[config.mk]
export PLATFORM = sky130hd
export DESIGN_NAME = code_display_scan
export DESIGN_NICKNAME = d
export VERILOG_FILES = /design/src/rtl/code_display_scan_pkg.sv /design/src/rtl/code_display_scan_seg7_decode.sv /design/src/rtl/code_display_scan.sv
export SDC_FILE = /design/constraint.sdc
export NUM_CORES = 1
export LEC_CHECK = 0
export ABC_AREA = 1
export CAP_MARGIN = 20
export CORE_ASPECT_RATIO = 0.9
export CORE_MARGIN = 2
export CORE_UTILIZATION = 48
export DETAILED_ROUTE_END_ITERATION = 10
export HOLD_SLACK_MARGIN = 0.05
export PLACE_DENSITY_LB_ADDON = 0.3
export SLEW_MARGIN = 20
export SYNTH_ARGS = -nofsm -noshare
export SYNTH_HDL_FRONTEND = slang
export SYNTH_SLANG_ARGS = --single-unit
[constraint.sdc]
create_clock -name clk -period 2.25 [get_ports clk]
set_input_delay 0.45 -clock clk [delete_from_list [all_inputs] [get_ports clk]]
set_output_delay 0.45 -clock clk [all_outputs]
set_load 0.03 [all_outputs]
[src/rtl/code_display_scan_pkg.sv]
// Shared definitions for the two-digit multiplexed 7-segment scanner:
// scan state encoding, active-low segment patterns and digit enables.
package code_display_scan_pkg;

    typedef enum logic [1:0] {
        ST_DIG0   = 2'd0,
        ST_BLANK0 = 2'd1,
        ST_DIG1   = 2'd2,
        ST_BLANK1 = 2'd3
    } scan_state_t;

    // Segment patterns, active-low, bit order {g,f,e,d,c,b,a}
    localparam logic [6:0] SEG_0    = 7'h40;
    localparam logic [6:0] SEG_1    = 7'h79;
    localparam logic [6:0] SEG_2    = 7'h24;
    localparam logic [6:0] SEG_3    = 7'h30;
    localparam logic [6:0] SEG_4    = 7'h19;
    localparam logic [6:0] SEG_5    = 7'h12;
    localparam logic [6:0] SEG_6    = 7'h02;
    localparam logic [6:0] SEG_7    = 7'h78;
    localparam logic [6:0] SEG_8    = 7'h00;
    localparam logic [6:0] SEG_9    = 7'h10;
    localparam logic [6:0] SEG_DASH = 7'h3F;
    localparam logic [6:0] SEG_OFF  = 7'h7F;

    // Digit enables, active-low
    localparam logic [1:0] AN_DIG0 = 2'b10;
    localparam logic [1:0] AN_DIG1 = 2'b01;
    localparam logic [1:0] AN_OFF  = 2'b11;

    // True when the nibble is a displayable decimal digit
    function automatic logic is_decimal(input logic [3:0] code);
        return (code <= 4'd9);
    endfunction

endpackage

[src/rtl/code_display_scan_seg7_decode.sv]
// Combinational nibble to active-low 7-segment decoder.
// Codes above 9 show a dash and raise err.
module seg7_decode
    import code_display_scan_pkg::*;
(
    input  logic [3:0] code,
    output logic [6:0] seg,
    output logic       err
);

    // Pattern lookup; anything outside 0..9 falls to the dash
    always_comb begin
        seg = SEG_DASH;
        err = !is_decimal(code);
        case (code)
            4'd0:    seg = SEG_0;
            4'd1:    seg = SEG_1;
            4'd2:    seg = SEG_2;
            4'd3:    seg = SEG_3;
            4'd4:    seg = SEG_4;
            4'd5:    seg = SEG_5;
            4'd6:    seg = SEG_6;
            4'd7:    seg = SEG_7;
            4'd8:    seg = SEG_8;
            4'd9:    seg = SEG_9;
            default: seg = SEG_DASH;
        endcase
    end

endmodule

[src/rtl/code_display_scan.sv]
// Two-digit time-multiplexed display scanner for the code converter.
//
// state  | meaning
// -------+------------------------------------------------
// DIG0   | digit0 lit with hold1 (code1 snapshot)
// BLANK0 | all digits off, separates digit0 from digit1
// DIG1   | digit1 lit with hold2 (code2 snapshot)
// BLANK1 | all digits off; both inputs sampled on exit
//
// Both nibbles are captured together on the BLANK1->DIG0 edge so the two
// digits of one frame always belong to the same input snapshot.
module code_display_scan
    import code_display_scan_pkg::*;
#(
    parameter int SCAN_DIV = 4
) (
    input  logic       clk,
    input  logic       rst,
    input  logic [3:0] code1,
    input  logic [3:0] code2,
    output logic [1:0] an,
    output logic [6:0] seg,
    output logic       err,
    output logic       frame_done
);

    localparam int              CNT_W   = $clog2(SCAN_DIV);
    localparam logic [CNT_W-1:0] CNT_MAX = CNT_W'(SCAN_DIV - 1);

    logic [CNT_W-1:0] cnt;
    logic             tick;
    scan_state_t      state_q;
    scan_state_t      state_d;
    logic [3:0]       hold1;
    logic [3:0]       hold2;
    logic [3:0]       dec_code;
    logic [6:0]       dec_seg;
    logic             dec_err;

    assign tick = (cnt == CNT_MAX);

    // Slot prescaler: one tick per SCAN_DIV clocks
    always_ff @(posedge clk or posedge rst) begin
        if (rst) begin
            cnt <= '0;
        end else if (tick) begin
            cnt <= '0;
        end else begin
            cnt <= cnt + CNT_W'(1);
        end
    end

    // Scan state register
    always_ff @(posedge clk or posedge rst) begin
        if (rst) begin
            state_q <= ST_DIG0;
        end else begin
            state_q <= state_d;
        end
    end

    // Fixed ring of slots, advancing once per tick
    always_comb begin
        state_d = state_q;
        if (tick) begin
            case (state_q)
                ST_DIG0:   state_d = ST_BLANK0;
                ST_BLANK0: state_d = ST_DIG1;
                ST_DIG1:   state_d = ST_BLANK1;
                ST_BLANK1: state_d = ST_DIG0;
                default:   state_d = ST_DIG0;
            endcase
        end
    end

    // Frame snapshot of both nibbles plus the new-frame pulse
    always_ff @(posedge clk or posedge rst) begin
        if (rst) begin
            hold1      <= '0;
            hold2      <= '0;
            frame_done <= 1'b0;
        end else begin
            frame_done <= tick && (state_q == ST_BLANK1);
            if (tick && (state_q == ST_BLANK1)) begin
                hold1 <= code1;
                hold2 <= code2;
            end
        end
    end

    // A single decoder serves both digits; feed it the nibble of the lit digit
    always_comb begin
        dec_code = hold1;
        if (state_q == ST_DIG1) begin
            dec_code = hold2;
        end
    end

    seg7_decode u_decode (
        .code (dec_code),
        .seg  (dec_seg),
        .err  (dec_err)
    );

    // Drive the display from registered state only; blanks force all off
    always_comb begin
        an  = AN_OFF;
        seg = SEG_OFF;
        err = 1'b0;
        case (state_q)
            ST_DIG0: begin
                an  = AN_DIG0;
                seg = dec_seg;
                err = dec_err;
            end
            ST_DIG1: begin
                an  = AN_DIG1;
                seg = dec_seg;
                err = dec_err;
            end
            default: begin
                an  = AN_OFF;
                seg = SEG_OFF;
                err = 1'b0;
            end
        endcase
    end

endmodule

==> results of run 1 <==
-- cells in the final DEF, fill, tap and decap left out, drive strengths merged --
cell type / n
dlymetal6s2s: 1
nand2: 35
buf: 17
clkdlybuf4s50: 10
clkbuf: 3
dlygate4sd2: 1
nor2: 3
a21oi: 1
o21ai: 13
clkinv: 1
nand3: 17
inv: 21
dfrtp: 13
ha: 11
-- worst paths after layout --
path                            startpoint  cells after the start    endpoint
worst max register to register  state_q[1]                      7    hold2[3]
worst min-delay path                cnt[0]                      1      cnt[0]
worst max-delay path            state_q[1]                     10      seg[6]
worst min register to register      cnt[0]                      1      cnt[0]
max in group asynchronous              rst                      2  state_q[0]
min in group asynchronous              rst                      2    hold1[0]
-- layout make-up --
cell class                 instances  area (um^2)  area share (%)
tap                               24        30.03           2.094
clock buffer                       3        22.52           1.571
multi-input combinational         80        671.9           46.86
clock inverter                     1        5.005          0.3490
inverter                          21        83.83           5.846
timing repair buffer              29        295.3           20.59
sequential                        13        325.3           22.69
-- metrics by stage --
| step | cells | TNS (ns) |
|---|---|---|
| after CTS | 169 | -0.2856 |
| final | 171 | -0.6812 |
| after detailed placement | 162 | 0 |
| after floorplan | 116 | 0 |
| after global placement | 162 | 0 |
| after global routing | 171 | -1.210 |
-- routing by layer --
metal	track usage [%]	part of all wire [%]
met5	0	0
met4	18.29	3.8
met3	5.960	6.5
met2	46.22	50
met1	28.39	39
-- flip-flops by register name, summed over array words and instances, names as in the netlist --
signal	flops
frame_done	1
hold1	4
cnt	2
hold2	4
state_q	2
-- timing repair --
action / CTS / global route
setup buffers: 3 / 2
setup endpoints to repair: 8 / 9
hold buffers: 0 / 0
pin swaps: 14 / 1
gates resized for setup: 47 / 10
endpoints found under the hold margin: 0 / 0
cloned: 0 / 0
-- critical path, stage by stage, from the launching register on --
cell                      delay, ns
sky130_fd_sc_hd__dfrtp_1       0.43
sky130_fd_sc_hd__ha_4          0.21
sky130_fd_sc_hd__buf_6         0.13
sky130_fd_sc_hd__nand2_4       0.07
sky130_fd_sc_hd__o21ai_4       0.07
sky130_fd_sc_hd__ha_1          0.20
sky130_fd_sc_hd__inv_1         0.07
sky130_fd_sc_hd__nand3_2       0.10
sky130_fd_sc_hd__nand3_1       0.12
sky130_fd_sc_hd__nand2_1       0.10
sky130_fd_sc_hd__buf_6         0.15
-- power by group through the flow --
stage	Sequential (W)	Clock [W]	Combinational (W)
after global routing	0.000245	0.000160	0.000171
after floorplan	0.000247	0	0.0000697
final	0.000245	0.000143	0.000163
after detailed placement	0.000248	0	0.000114
after CTS	0.000244	0.000147	0.000146
after global placement	0.000248	0	0.000112
-- cells by family (layout without fill, tap and decap cells) --
kind of cell	Yosys count	after routing	synth area share (%)
AOI/OAI and AO/OA	14	14	8.732
adders and majority gates	11	11	15.49
and+or+nand+nor	55	55	28.17
DFF	13	13	36.62
buffers and inverters	23	54	10.99
==> run summary, run 1 <==
number of enable-type register cells in the synthesized netlist = 0
cell area after synthesis = 888.4 um^2
result of the run = complete, but fails checks
cell types occupying the most area after synthesis = sky130_fd_sc_hd__dfrtp_1, sky130_fd_sc_hd__ha_1, sky130_fd_sc_hd__nand2_1
reg-to-reg slack, setup = 0.83 ns
CTS sink count = 13
proportion of synthesized chip area in sequential cells = 36.62%
part of the total power dissipated in the clock network = 26.0%
worst skew pair latency = 0.28 ns
dominant cell by count in the synthesized netlist = sky130_fd_sc_hd__nand2_1
number of global-route vias before repair = 912
area added between synthesis and finish = 61.41%
final critical path time including I/O delays and setup = 2.383 ns
post-DP HPWL = 1495 um
type of the setup path with the least slack = reg -> out
total length of routed wires = 2733 um
total of fill cells in the finished design = 98
Std-Cell Core Area = 1699 um^2
max-slew violation count = 0
Warnings, synthesis = 0
Area after DPL = 1110 um^2
pre-CTS setup slack = 0.01623 ns
antenna-violating nets left = 0
global-route congestion overflow total = 0
nets@finish = 169
average via count per standard cell = 5.480
Final Setup Violations = 7
antenna violations before repair = 0
final clock period utilization by the worst path = 105.9%
final setup skew = 0.008233 ns
first-pass iteration count of the detailed router = 5
final setup slack of the worst path = -0.1328 ns
share of post-route cells with drive strength above 1 = 40.82%
register bit count reported by yosys = 13
post-layout power = 0.0005512 W
largest buffer count on any clock path = 2
drt wl/cell = 15.98 um
net count of the mapped netlist = 137
setup repair after global routing missed its margin = yes
maximum clock rate = 0.4197 GHz
CTS tree = yes
transition time of the tightest slew-check pin = 0.4808 ns
sequential power share = 44.4%
Power Internal = 0.0003746 W
number of max-cap violations = 0
fraction of post-synthesis cell area in the top cell type by area = 36.62%
weighted congestion at the end of routability-driven global placement = 0.8848
Core Rows = 14
total number of vias = 937
Yosys cell types = 15
power share of the combinational group = 29.6%
number of buffers created by CTS = 3
critical path endpoint category = primary output
violated checks = negative setup slack
antenna fix cells = 0
port buffer count = 20
top cell type by total area after synthesis = sky130_fd_sc_hd__dfrtp_1
cell chosen for the clock root = sky130_fd_sc_hd__clkbuf_4
Static Leak = 0.7025 nW
Post-route DRC = 0
power per cell area = 384.4 nW/um^2
final standard cell utilization of the core = 84.39%
cell area after layout = 1434 um^2
commonest cells in the netlist = sky130_fd_sc_hd__nand2_1, sky130_fd_sc_hd__inv_1, sky130_fd_sc_hd__nand3_1, sky130_fd_sc_hd__dfrtp_1
cell count after synthesis = 116
commonest register cell after synthesis = sky130_fd_sc_hd__dfrtp_1
Initial Util = 52.28%
largest voltage drop on the vdd net = 0.0004936 V
FFs w/ async S/R, synth = 100.0%
first-pass GRT wire length = 4188 um
total global-route track usage = 26.08%
Net Sw Frac = 32.04%
number of I/O pins = 21
die span in x = 49.35 um
Post-Synthesis Mean Instance Area = 7.658 um^2
type of the worst min-delay path = reg -> reg
data arrival time of the critical path = 1.93 ns
maximum level of the CTS H-tree = 1
die height = 44.81 um
number of failing hold endpoints at the final stage = 0
remaining max-slew budget at the tightest pin = 67.91%
net switching power of the design = 0.0001766 W
launching element type of the critical path = register
clock slew seen by the registers of the worst setup and hold paths = 0.09 ns
CP required = 1.80 ns
maximum fanout encountered on the critical timing path = 4
initial DRC count = 41
pin count of the biggest net entering global routing = 18
full die area = 2211 um^2
smallest hold slack = 0.4546 ns
Power figures use the tool's default switching activity.
==> run 2, diff against run 1 <==
--- a/config.mk
+++ b/config.mk
@@ -5,11 +5,10 @@
 export SDC_FILE = /design/constraint.sdc
 export NUM_CORES = 1
 export LEC_CHECK = 0
-export ABC_AREA = 1
 export CAP_MARGIN = 20
 export CORE_ASPECT_RATIO = 0.9
 export CORE_MARGIN = 2
-export CORE_UTILIZATION = 48
+export CORE_UTILIZATION = 47
 export DETAILED_ROUTE_END_ITERATION = 10
 export HOLD_SLACK_MARGIN = 0.05
 export PLACE_DENSITY_LB_ADDON = 0.3
==> run 2 against run 1 <==
  * The run still ends with negative setup slack left
  * First-iteration DRC count shrank 80%
  * Final cell count shrank 13%
  * Global-route usage shrank 4.9 points
  * Clock skew grew 0.0012 ns
  * Critical endpoint is now seg[4]
==> run summary, run 2 <==
Core Rows = 14 (unchanged)
antenna violations before repair = 0 (unchanged)
topmost layer with routed signal wires = met4
pin count of the biggest net entering global routing = 14 (-4)
data arrival time of the critical path = 2.22 ns (+0.29 ns)
Power Internal = 0.0004035 W (+7.7%)
proportion of synthesized chip area in sequential cells = 38.75% (+2.1 points)
commonest non-fill, non-tap cells in the layout = sky130_fd_sc_hd__buf_4, sky130_fd_sc_hd__buf_6, sky130_fd_sc_hd__dfrtp_1
Static Leak = 0.6782 nW (-3.5%)
number of global-route vias before repair = 748 (-18%)
total global-route track usage = 21.21% (-4.9 points)
final standard cell utilization of the core = 88.32% (+3.9 points)
largest buffer count on any clock path = 2 (unchanged)
CTS sink count = 13 (unchanged)
maximum level of the CTS H-tree = 1 (unchanged)
CTS tree = yes
total of fill cells in the finished design = 71 (-28%)
first-pass iteration count of the detailed router = 4 (-1)
FFs w/ async S/R, synth = 100.0% (unchanged)
top cell type by total area after synthesis = sky130_fd_sc_hd__dfrtp_1
total number of vias = 764 (-18%)
Post-route DRC = 0 (unchanged)
critical path endpoint category = primary output
Initial Util = 49.93% (-2.4 points)
weighted congestion at the end of routability-driven global placement = 0.7947 (-10%)
area added between synthesis and finish = 76.90%
detailed-routed wire length on met2 = 1352 um (-1.7%)
maximum fanout encountered on the critical timing path = 4 (unchanged)
global-route congestion overflow total = 0 (unchanged)
Net Sw Frac = 29.74% (-2.3 points)
final setup skew = 0.009460 ns (+0.001226 ns)
Std-Cell Core Area = 1682 um^2 (-1.0%)
clock slew seen by the registers of the worst setup and hold paths = 0.08 ns (about the same)
die height = 44.10 um (-1.6%)
Yosys cell types = 21 (+6)
number of enable-type register cells in the synthesized netlist = 0 (unchanged)
port buffer count = 20 (unchanged)
cell chosen for the clock root = sky130_fd_sc_hd__clkbuf_4
Area after DPL = 1217 um^2 (+9.7%)
cell area after layout = 1485 um^2 (+3.6%)
cell area after synthesis = 839.6 um^2 (-5.5%)
final clock period utilization by the worst path = 118.6% (+13 points)
total length of routed wires = 2426 um (-11%)
net switching power of the design = 0.0001708 W (-3.3%)
die span in x = 48.55 um (-1.6%)
part of the total power dissipated in the clock network = 24.8% (-1.2 points)
type of the setup path with the least slack = reg -> out
CP required = 1.80 ns (about the same)
dominant cell by count in the synthesized netlist = sky130_fd_sc_hd__dfrtp_1
Post-Synthesis Mean Instance Area = 10.90 um^2 (+42%)
antenna fix cells = 0 (unchanged)
total length of routed met3 wires = 50 um (-72%)
most common cell after layout, fill and taps aside = sky130_fd_sc_hd__buf_4
maximum clock rate = 0.3749 GHz (-11%)
wire length on met1 = 960 um (-11%)
remaining max-slew budget at the tightest pin = 68.82% (+0.91 points)
share of post-route cells with drive strength above 1 = 58.40% (+18 points)
antenna-violating nets left = 0 (unchanged)
first-pass GRT wire length = 3277 um (-22%)
commonest register cell after synthesis = sky130_fd_sc_hd__dfrtp_1
Final Setup Violations = 8 (+1)
power share of the combinational group = 32.2% (+2.6 points)
net count of the mapped netlist = 98 (-28%)
worst skew pair latency = 0.28 ns (about the same)
Warnings, synthesis = 0 (unchanged)
top flop regs = hold1: 4 flops, hold2: 4 flops
max-slew violation count = 0 (unchanged)
full die area = 2141 um^2 (-3.2%)
drt wl/cell = 16.28 um (+1.9%)
TNS Setup = -2.729 ns (-2.048 ns)
nets@finish = 147 (-13%)
largest voltage drop on the vdd net = 0.0005893 V (+19%)
power per cell area = 386.6 nW/um^2 (+0.58%)
final setup slack of the worst path = -0.4175 ns (-0.2847 ns)
final critical path time including I/O delays and setup = 2.668 ns (+0.2847 ns)
commonest cells in the netlist = sky130_fd_sc_hd__dfrtp_1, sky130_fd_sc_hd__ha_1, sky130_fd_sc_hd__mux2_2, sky130_fd_sc_hd__inv_1, sky130_fd_sc_hd__o21ai_0
type of the worst min-delay path = reg -> reg
result of the run = complete, but fails checks
number of buffers created by CTS = 3 (unchanged)
initial DRC count = 8 (-80%)
number of failing hold endpoints at the final stage = 0 (unchanged)
smallest hold slack = 0.4466 ns (-0.007923 ns)
launching element type of the critical path = register
number of I/O pins = 21 (unchanged)
cts hold-fix bufs = 0 (unchanged)
cell types occupying the most area after synthesis = sky130_fd_sc_hd__dfrtp_1, sky130_fd_sc_hd__ha_1, sky130_fd_sc_hd__mux2_2
post-DP HPWL = 1446 um (-3.3%)
violated checks = negative setup slack
transition time of the tightest slew-check pin = 0.4672 ns (-0.01362 ns)
number of max-cap violations = 0 (unchanged)
sequential power share = 43.0% (-1.4 points)
register bit count reported by yosys = 13 (unchanged)
setup repair after global routing missed its margin = yes
average via count per standard cell = 5.128 (-6.4%)
cell count after synthesis = 77 (-34%)
fraction of post-synthesis cell area in the top cell type by area = 38.75% (+2.1 points)
run 2: changes by cell type in the layout (fill, tap and decap cells not counted), sizes merged, moves of 7 or more:
cell   change
inv       -13
nand3     -17
nand2     -32
buf       +18
mux2      +12
o21ai      -7
run 2: cell type report:
type	instances	area, um^2	share of cell area, %
tap	24	30.03	2.022
inverter	8	32.53	2.190
sequential	13	325.3	21.90
clock inverter	1	5.005	0.3370
timing repair buffer	47	434.2	29.23
clock buffer	3	22.52	1.516
multi-input combinational	53	635.6	42.80
run 2: through the flow:
step / power [W] / cells / setup slack (ns)
2_1_floorplan: 0.0003309 / 77 / -0.04036
3_3_place_gp: 0.0003837 / 136 / -0.4684
3_5_place_dp: 0.0003874 / 136 / -0.5846
4_1_cts: 0.0005435 / 146 / -0.3905
5_1_grt: 0.0005936 / 149 / -0.4822
6_report: 0.0005742 / 149 / -0.4175
run 2: cells by family (layout without fill, tap and decap cells):
group	Yosys count	after routing	synth area share (%)
buffers and inverters	11	59	6.855
AOI/OAI and AO/OA	13	13	8.793
muxes	16	16	21.31
adders and majority gates	11	11	16.39
and+or+nand+nor	13	13	7.899
DFF	13	13	38.75
run 2: power groups by stage:
stage               registers, W  logic [W]  clock network [W]
finish                  0.000247   0.000185           0.000142
global route            0.000248   0.000194           0.000152
CTS                     0.000245   0.000155           0.000144
detailed placement      0.000249   0.000138                  0
global placement        0.000249   0.000135                  0
floorplan               0.000248  0.0000833                  0
run 2: worst paths after layout:
kind / startpoint / to / slack [ns] / cells past startpoint
worst max-delay path: state_q[0] / seg[4] / -0.42 / 9
worst min-delay path: cnt[0] / cnt[0] / 0.45 / 1
worst max register to register: state_q[1] / hold2[3] / 0.66 / 4
worst min register to register: cnt[0] / cnt[0] / 0.45 / 1
max in group asynchronous: rst / hold2[0] / 1.43 / 2
min in group asynchronous: rst / hold2[2] / 0.49 / 2
run 2: routing by layer:
metal | vias to the layer above | track usage (%)
li1 | 367 | -
met1 | 371 | 22.12
met2 | 20 | 43.06
met3 | 6 | 1.351
met4 | 0 | 12.57
met5 | - | 0
run 2: critical path: stages (launching register included):
cell and delay [ns]:
sky130_fd_sc_hd__dfrtp_1 0.39, sky130_fd_sc_hd__inv_2 0.08, sky130_fd_sc_hd__ha_4 0.17, sky130_fd_sc_hd__buf_6 0.10, sky130_fd_sc_hd__mux2_4 0.31, sky130_fd_sc_hd__buf_6 0.12, sky130_fd_sc_hd__buf_6 0.11, sky130_fd_sc_hd__mux2_4 0.30
sky130_fd_sc_hd__a32oi_4 0.17, sky130_fd_sc_hd__buf_6 0.16
run 2: repair_timing:
action | 4_1_cts | 5_1_grt
resized for setup | 25 | 25
buffers inserted | 6 | 3
pin swaps | 6 | 4
endpoints found under the setup margin | 9 | 9
==> run 3, diff against run 2 <==
--- a/config.mk
+++ b/config.mk
@@ -8,9 +8,10 @@
 export CAP_MARGIN = 20
 export CORE_ASPECT_RATIO = 0.9
 export CORE_MARGIN = 2
-export CORE_UTILIZATION = 47
+export CORE_UTILIZATION = 39
 export DETAILED_ROUTE_END_ITERATION = 10
 export HOLD_SLACK_MARGIN = 0.05
+export MAX_ROUTING_LAYER = met4
 export PLACE_DENSITY_LB_ADDON = 0.3
 export SLEW_MARGIN = 20
 export SYNTH_ARGS = -nofsm -noshare
==> run 3 against run 2 <==
  * The flow still finishes with violations (negative setup slack)
  * First-iteration DRC count decreased by 63%
  * Final area decreased by 10%
  * Total power decreased by 7.4%
  * Largest power group unchanged
  * Hold slack improved by 0.0030 ns
==> run summary, run 3 (synthesis gave the netlist of run 2 again) <==
port buffer count = 20 (unchanged)
full die area = 2540 um^2 (+19%)
cell chosen for the clock root = sky130_fd_sc_hd__clkbuf_4
Initial Util = 42.60% (-7.3 points)
post-DP HPWL = 1399 um (-3.3%)
final standard cell utilization of the core = 67.62% (-21 points)
Power Internal = 0.0003861 W (-4.3%)
weighted congestion at the end of routability-driven global placement = 0.8176 (+2.9%)
part of the total power dissipated in the clock network = 25.5% (+0.7 points)
share of post-route cells with drive strength above 1 = 52.14% (-6.3 points)
antenna-violating nets left = 0 (unchanged)
initial DRC count = 3 (-5)
Final Setup Violations = 8 (unchanged)
power per cell area = 399.1 nW/um^2 (+3.2%)
worst skew pair latency = 0.26 ns (-0.02 ns)
launching element type of the critical path = register
final clock period utilization by the worst path = 113.4% (-5.2 points)
cts hold-fix bufs = 0 (unchanged)
final critical path time including I/O delays and setup = 2.550 ns (-0.1171 ns)
pin count of the biggest net entering global routing = 14 (unchanged)
Std-Cell Core Area = 1971 um^2 (+17%)
type of the setup path with the least slack = reg -> out
net switching power of the design = 0.0001456 W (-15%)
number of failing hold endpoints at the final stage = 0 (unchanged)
data arrival time of the critical path = 2.10 ns (-0.12 ns)
power share of the combinational group = 28.2% (-4.0 points)
Net Sw Frac = 27.39% (-2.4 points)
sequential power share = 46.3% (+3.3 points)
maximum clock rate = 0.3921 GHz (+4.6%)
max-slew violation count = 0 (unchanged)
pre-CTS setup slack = -0.5454 ns (+0.03928 ns)
global-route congestion overflow total = 0 (unchanged)
first-pass GRT wire length = 3036 um (-7.4%)
first-pass iteration count of the detailed router = 2 (-2)
number of global-route vias before repair = 660 (-12%)
Core Rows = 15 (+1)
type of the worst min-delay path = reg -> reg
final setup skew = 0.001789 ns (-0.007671 ns)
total global-route track usage = 18.04% (-3.2 points)
die span in x = 52.91 um (+9.0%)
setup repair after global routing missed its margin = yes
clock slew seen by the registers of the worst setup and hold paths = 0.07 ns (about the same)
CTS sink count = 13 (unchanged)
critical path endpoint category = primary output
nets@finish = 139 (-5.4%)
total number of vias = 675 (-12%)
antenna violations before repair = 0 (unchanged)
antenna fix cells = 0 (unchanged)
average via count per standard cell = 4.754 (-7.3%)
transition time of the tightest slew-check pin = 0.4754 ns (+0.008191 ns)
drt wl/cell = 13.44 um (-17%)
CP required = 1.80 ns (about the same)
violated checks = negative setup slack
number of I/O pins = 21 (unchanged)
maximum fanout encountered on the critical timing path = 4 (unchanged)
number of max-cap violations = 0 (unchanged)
number of buffers created by CTS = 3 (unchanged)
Static Leak = 0.6326 nW (-6.7%)
most common cell after layout, fill and taps aside = sky130_fd_sc_hd__buf_4
maximum level of the CTS H-tree = 1 (unchanged)
largest voltage drop on the vdd net = 0.0003829 V (-35%)
top flop regs = hold1: 4 flops, hold2: 4 flops
die height = 48.02 um (+8.9%)
remaining max-slew budget at the tightest pin = 68.27% (-0.55 points)
largest buffer count on any clock path = 2 (unchanged)
final setup slack of the worst path = -0.3005 ns (+0.1171 ns)
total length of routed wires = 1909 um (-21%)
Post-route DRC = 0 (unchanged)
result of the run = complete, but fails checks
CTS tree = yes
commonest non-fill, non-tap cells in the layout = sky130_fd_sc_hd__buf_4, sky130_fd_sc_hd__dfrtp_1, sky130_fd_sc_hd__mux2_2, sky130_fd_sc_hd__clkdlybuf4s50_1, sky130_fd_sc_hd__ha_1
area added between synthesis and finish = 58.72%
run 3: stage by stage:
| step | setup TNS (ns) | total power, W | area [um^2] | hold slack, ns | instances |
|---|---|---|---|---|---|
| 2_1_floorplan | -0.05674 | 0.0003309 | 894.6 | 0.3270 | 77 |
| 3_3_place_gp | -1.067 | 0.0003815 | 1196 | 0.4129 | 134 |
| 3_5_place_dp | -1.374 | 0.0003849 | 1196 | 0.4161 | 134 |
| 4_1_cts | -1.873 | 0.0005365 | 1316 | 0.4262 | 141 |
| 5_1_grt | -2.595 | 0.0005581 | 1333 | 0.4839 | 142 |
| 6_report | -1.871 | 0.0005318 | 1333 | 0.4497 | 142 |
run 3: final cells by class:
type | count | area [um^2]
repair buffers | 39 | 342.8
multi-input cells | 53 | 576.8
well taps | 25 | 31.28
flip-flops and latches | 13 | 325.3
inverters | 8 | 30.03
fillers | 153 | 638.1
clock buffers | 4 | 26.28
run 3: metal layers:
metal / up-vias / wire, um / GRT usage (%)
li1: 344 / - / -
met3: 2 / 53 / 0.9375
met5: - / 0 / -
met2: 16 / 1069 / 34.50
met4: 0 / 17 / 9.231
met1: 313 / 769 / 19.22
run 3: critical path: stages, from the launching register on:
cell                      delay [ns]
sky130_fd_sc_hd__dfrtp_1        0.39
sky130_fd_sc_hd__inv_2          0.08
sky130_fd_sc_hd__ha_4           0.17
sky130_fd_sc_hd__buf_6          0.10
sky130_fd_sc_hd__mux2_4         0.32
sky130_fd_sc_hd__buf_6          0.13
sky130_fd_sc_hd__mux2_4         0.30
sky130_fd_sc_hd__a32oi_4        0.17
sky130_fd_sc_hd__buf_6          0.16
run 3: worst paths after layout:
kind,from,end,slack (ns),cells past startpoint
max,state_q[0],seg[4],-0.30,8
min,cnt[0],cnt[0],0.45,1
max reg2reg,state_q[0],hold1[2],0.62,5
min reg2reg,cnt[0],cnt[0],0.45,1
max in group asynchronous,rst,hold1[3],1.44,2
min in group asynchronous,rst,frame_done,0.49,2
run 3: repair_timing:
action	4_1_cts	5_1_grt
resized for setup	26	4
endpoints found under the setup margin	8	10
pin swaps	4	0
setup buffers	3	1
run 3: power by group through the flow:
stage,clock network [W],logic [W],registers (W)
floorplan,0,0.0000833,0.000248
global placement,0,0.000132,0.000249
detailed placement,0,0.000136,0.000249
CTS,0.000142,0.000149,0.000246
global route,0.000150,0.000161,0.000247
finish,0.000135,0.000150,0.000246
